--- src/rtl/prbs_pkg.sv ---
// Shared PRBS definitions: checker state encoding and the default PRBS-7 polynomial
// used by both the source-side generator and the receive-side checker.
package prbs_pkg;

  localparam int unsigned PRBS_LFSR_LEN = 7;
  localparam int unsigned PRBS_TAP      = 6;

  typedef enum logic [1:0] {
    HUNT   = 2'b00,
    VERIFY = 2'b01,
    LOCKED = 2'b10,
    BAD    = 2'b11
  } prbs_state_e;

endpackage

--- src/rtl/prbs_lfsr.sv ---
// Fibonacci PRBS register: loads an external bit (seeding) or free-runs on its own feedback.
module prbs_lfsr #(
  parameter int unsigned LFSR_LEN = prbs_pkg::PRBS_LFSR_LEN,
  parameter int unsigned TAP      = prbs_pkg::PRBS_TAP
) (
  input  logic                clk,
  input  logic                reset,
  input  logic                en,
  input  logic                load,
  input  logic                din,
  output logic                pred_c,
  output logic [LFSR_LEN-1:0] sr_next_c
);

  logic [LFSR_LEN-1:0] sr;

  assign pred_c    = sr[LFSR_LEN-1] ^ sr[TAP-1];
  assign sr_next_c = {sr[LFSR_LEN-2:0], load ? din : pred_c};

  always_ff @(posedge clk) begin
    if (reset) begin
      sr <= '0;
    end else if (en) begin
      sr <= sr_next_c;
    end
  end

endmodule

--- config.mk ---
export PLATFORM = sky130hd
export DESIGN_NAME = prbs_lfsr
export DESIGN_NICKNAME = d
export VERILOG_FILES = /design/src/rtl/prbs_pkg.sv /design/src/rtl/prbs_lfsr.sv
export SDC_FILE = /design/constraint.sdc
export NUM_CORES = 1
export LEC_CHECK = 0
export ABC_AREA = 1
export CAP_MARGIN = 25
export CORE_AREA = 2 2 39 41
export CTS_BUF_LIST = sky130_fd_sc_hd__clkbuf_4
export CTS_CLUSTER_SIZE = 40
export DETAILED_ROUTE_END_ITERATION = 16
export DIE_AREA = 0 0 41 43
export PLACE_DENSITY = 0.62
export SYNTH_ARGS = -nofsm -noshare
export SYNTH_HDL_FRONTEND = slang
export SYNTH_SLANG_ARGS = --single-unit
export TNS_END_PERCENT = 100
--- constraint.sdc ---
create_clock -name clk -period 1.1 [get_ports clk]
set_clock_uncertainty 0.15 [all_clocks]
set_input_delay 0.22 -clock clk [delete_from_list [all_inputs] [get_ports clk]]
set_output_delay 0.22 -clock clk [all_outputs]
set_load 0.005 [all_outputs]
==> results of run 1 <==
## per-layer routing
layer / up-vias / global-route usage (%) / routed length, um
met5: - / 0 / 0
met1: 149 / 12.1 / 301
met2: 11 / 14.7 / 343
li1: 179 / - / -
met4: 0 / 4.00 / 0
met3: 0 / 7.85 / 64
## per-stage QoR
step / power [mW] / setup WS, ns / cells / cell area [sq um] / hold WS (ns)
6_report: 0.645 / -0.205 / 84 / 546 / 0.398
5_1_grt: 0.692 / -0.255 / 84 / 546 / 0.437
4_1_cts: 0.650 / -0.197 / 82 / 527 / 0.364
3_5_place_dp: 0.391 / -0.603 / 76 / 498 / 0.353
3_3_place_gp: 0.390 / -0.589 / 76 / 498 / 0.347
2_1_floorplan: 0.330 / 0.118 / 45 / 339 / 0.139
## final cells by class
class	count	area, sq um
fill	158	838
multi-input combinational	24	124
timing repair buffer	26	194
clock buffer	4	30.0
tap	16	20.0
sequential	7	149
inverter	7	28.8
## path summary, 6_finish.rpt
check / start / endpoint / slack, ns / cells after the start
max: sr[6] / sr_next_c[0] / -0.20 / 5
min: load / sr[0] / 0.40 / 6
max reg2reg: sr[6] / sr[0] / -0.03 / 8
min reg2reg: sr[3] / sr[4] / 0.43 / 3
## critical path: stages, from the launching register on
cell	delay (ns)
dfxtp_2	0.34
inv_2	0.04
nand2_2	0.07
nand3_2	0.07
nand2_1	0.06
buf_2	0.10
## repair_timing
action | in CTS | in global routing
pin swaps | 1 | 1
endpoints found under the setup margin | 8 | 4
setup buffers | 2 | 2
gates resized for setup | 46 | 1
## power by group
| group | leakage, nW | internal [mW] | total [mW] | switching (mW) |
|---|---|---|---|---|
| Sequential | 0.0602 | 0.268 | 0.275 | 0.00728 |
| Clock | 0.0184 | 0.163 | 0.255 | 0.0921 |
| Combinational | 0.202 | 0.0665 | 0.115 | 0.0482 |
## cells in the mapped netlist
cell type / count
a211oi_1: 2
a211oi_2: 1
a21oi_1: 4
buf_4: 6
buf_6: 1
dfxtp_1: 7
inv_1: 6
inv_4: 1
nand2_1: 12
nand3_1: 2
nor2_1: 3
## logic make-up (layout without fill, tap and decap cells)
kind of cell    after synthesis  count (layout)  share of synthesized area (%)
simple gates                 17              17                           19.6
flops                         7               7                           41.3
compound gates                7               7                           14.0
buf+inv                      14              37                           25.1
==> results.yml, run 1 <==
place:
  portBuffers: 12
  gp_congestion: 0.679
cells_and_area:
  nNetsFinal: 74
  layout-drive-gt1-share_pct: 58.8
  final_cell_mix: "13 x buf_4, 10 x nand2_1, 7 x buf_2, 7 x dfxtp_2"
  largest_registers: "sr (7)"
  area_growth_pct: 60.9
  final_common_cell: "buf_4"
  diodes: 0
  largest_register_ff_count: 7
  largest-register: "sr"
  fin_util_pct: 39.4
grt:
  grt_first_pass_wirelength_um: 1220
  grt_max_degree: 10
  overflow: 0
  grt_util_all_layers_pct: 10.6
  grt_pass1_vias: 316
  antenna_found_initial: 0
power:
  leakagePower_nw: 0.281
  ir_drop_mv: 0.578
  p_per_area_nw_per_um2: 1180
flow_run:
  cap_violations: 0
yosys:
  synthDistinctLibCells: 11
  synth_top_area_share_pct: 41.3
  syn_inst: 45
  syn_nets: 50
  synth_area_leaders: "dfxtp_1 41%, buf_4 13%, nand2_1 13%"
  yosysTopAreaCell: "dfxtp_1"
  yosys_warnings: 0
  synth_area_sq_um: 339
  ys_seq_area_share_pct: 41.3
  ys_ff_latch: 7
  syn_area_per_cell_sq_um: 7.54
setup_path:
  path_class: "flop to output pin"
  critPathArrivalTime_ns: 0.93
  crit_required_ns: 0.73
  cp-start-kind: "flop"
  cp_max_fo: 3
  endpoint_kind: "output pin"
clock_tree:
  hold_buffers: 0
  cts_tree: "built"
  h-tree-depth: 1
  cts_root_buf: "clkbuf_4"
  clk_latency_ns: 0.25
  clkTransAtPathRegs_ns: 0.05
  cts_buffers: 3
  cts_sinks: 7
  clock_path_buffers: 2
timing:
  finalWorstSetupSlack_ns: -0.205
  slew_headroom_pct: 82.3
  hold_violations: 0
  worstMarginPinSlew_ns: 0.264
  grt_setup_unrepaired: "true"
  fmax_ghz: 0.766
  setup_viol: 4
  post-route-period-util_pct: 119
  post-route-min-period_ns: 1.30
  slew_violations: 0
  finalSetupTns_ns: -0.591
floorplanning:
  dieArea_sq_um: 1760
  initial_core_util_pct: 24.5
  die_w_um: 41
  num_rows: 14
  core_area_sq_um: 1380
  io_pins: 13
  die-height_um: 43
detailed_routing:
  drt-pass1-iter-count: 4
  first_iter_violations: 3
  via_per_inst: 4.04
  wl_um: 709
  ant_nets: 0
  vias: 339
  routedWlPerCell_um: 8.44
  drc: 0
status:
  outcome: "complete, but fails checks"
  violations: "negative setup slack"
hold_path:
  hold_class: "primary input to flop"
(Power assumes the default switching activity.)
==> inputs of run 2 (changes only) <==
Settings changed: REMOVE_ABC_BUFFERS set to 1.
==> run 2 against run 1 <==
Effect of this change:
- the flow still finishes with violations (negative setup slack)
- register-to-register slack better by 0.02 ns
- global-route usage rose by 0.40 points
- die area stayed put
- via count increased by 1.5%
- non-clock buffer count unchanged
- fmax decreased by 0.67%
- critical endpoint unchanged
- largest cell class unchanged
- highest routed layer is now met4
==> results.yml, run 2 (synthesis gave the netlist of run 1 again) <==
cells_and_area:
  final_cell_area_sq_um: 569
  final_cell_mix: "12 x buf_4, 10 x nand2_1, 7 x buf_2"
  area_growth_pct: 67.9
  largest_register_ff_count: 7
  final_common_cell: "buf_4"
  final_cells: 84
  fin_util_pct: 41.1
  diodes: 0
  largest-register: "sr"
  layout-drive-gt1-share_pct: 63.2
  largest_registers: "sr (7)"
  nNetsFinal: 74
flow_run:
  cap_violations: 0
setup_path:
  critPathArrivalTime_ns: 0.94
  cp-start-kind: "flop"
  worstSetupStartpoint: "sr[6]"
  cp_max_fo: 3
  r2r-start: "sr[6]"
  path_class: "flop to output pin"
  endpoint_kind: "output pin"
  crit_required_ns: 0.73
floorplanning:
  io_pins: 13
  num_rows: 14
  initial_core_util_pct: 24.5
  core_area_sq_um: 1380
  dieArea_sq_um: 1760
  die-height_um: 43
  die_w_um: 41
timing:
  finalSetupTns_ns: -0.493
  post-route-min-period_ns: 1.31
  whs_ns: 0.386
  worstMarginPinSlew_ns: 0.297
  hold_violations: 0
  finalWorstSetupSlack_ns: -0.214
  slew_headroom_pct: 80.1
  post-route-period-util_pct: 119
  grt_setup_unrepaired: "true"
  fmax_ghz: 0.761
  setup_viol: 4
  slew_violations: 0
power:
  ir_drop_mv: 0.547
  leakagePower_nw: 0.286
  fin_total_pwr_mw: 0.665
  p_per_area_nw_per_um2: 1170
clock_tree:
  cts_buffers: 3
  cts_root_buf: "clkbuf_4"
  h-tree-depth: 1
  cts_tree: "built"
  clock_path_buffers: 2
  clk_latency_ns: 0.25
  hold_buffers: 0
  cts_sinks: 7
  clkTransAtPathRegs_ns: 0.06
status:
  violations: "negative setup slack"
  outcome: "complete, but fails checks"
grt:
  grt_pass1_vias: 311
  grt_util_all_layers_pct: 11.0
  overflow: 0
  grt_max_degree: 10
  antenna_found_initial: 0
  grt_first_pass_wirelength_um: 1220
detailed_routing:
  wl_um: 728
  ant_nets: 0
  drt-pass1-iter-count: 4
  via_per_inst: 4.10
  drc: 0
  first_iter_violations: 7
  routedWlPerCell_um: 8.67
  vias: 344
place:
  gp_congestion: 0.679
  dp.cells: 76
  place_ws_ns: -0.610
  place_area_sq_um: 498
  portBuffers: 12
  hpwl_um: 470
hold_path:
  hold_class: "primary input to flop"
  min-delay-start: "load"
## run 2: layout make-up
type                    instances  area [sq um]
multi-input cells              24           139
fillers                       148           815
inverters                       7          31.3
repair buffers                 26           198
flip-flops and latches          7           151
clock buffers                   4          30.0
well taps                      16          20.0
## run 2: timing repair
item                                    4_1_cts  5_1_grt
hold endpoints to repair                      0        0
pin swaps                                     2        1
buffers inserted                              4        1
endpoints found under the setup margin        8        7
resized for setup                            48        6
## run 2: path summary, 6_finish.rpt
kind                        to  slack [ns]  cells after the start
setup / recovery  sr_next_c[0]       -0.21                      5
hold / removal           sr[0]        0.39                      6
setup reg to reg         sr[0]       -0.01                      8
hold reg to reg          sr[2]        0.43                      3
## run 2: per-layer routing
| layer | up-vias | track usage (%) | share of wire, % |
|---|---|---|---|
| met1 | 149 | 13.7 | 41 |
| met3 | 2 | 3.14 | 8.4 |
| met2 | 13 | 14.4 | 49 |
| met4 | 0 | 10.0 | 1.9 |
| li1 | 180 | - | - |
| met5 | - | 0 | 0 |
## run 2: critical path, stage by stage, from the launching register on
cell     delay (ns)
dfxtp_2        0.35
inv_2          0.04
nand2_2        0.07
nand3_2        0.07
nand2_1        0.06
buf_2          0.10
## run 2: where the power goes
part / total (mW) / leakage [nW] / internal, mW / switching (mW)
clock: 0.265 / 0.0184 / 0.164 / 0.102
sequential: 0.275 / 0.0605 / 0.266 / 0.00861
combinational: 0.125 / 0.207 / 0.0728 / 0.0521
total: 0.665 / 0.286 / 0.502 / 0.162
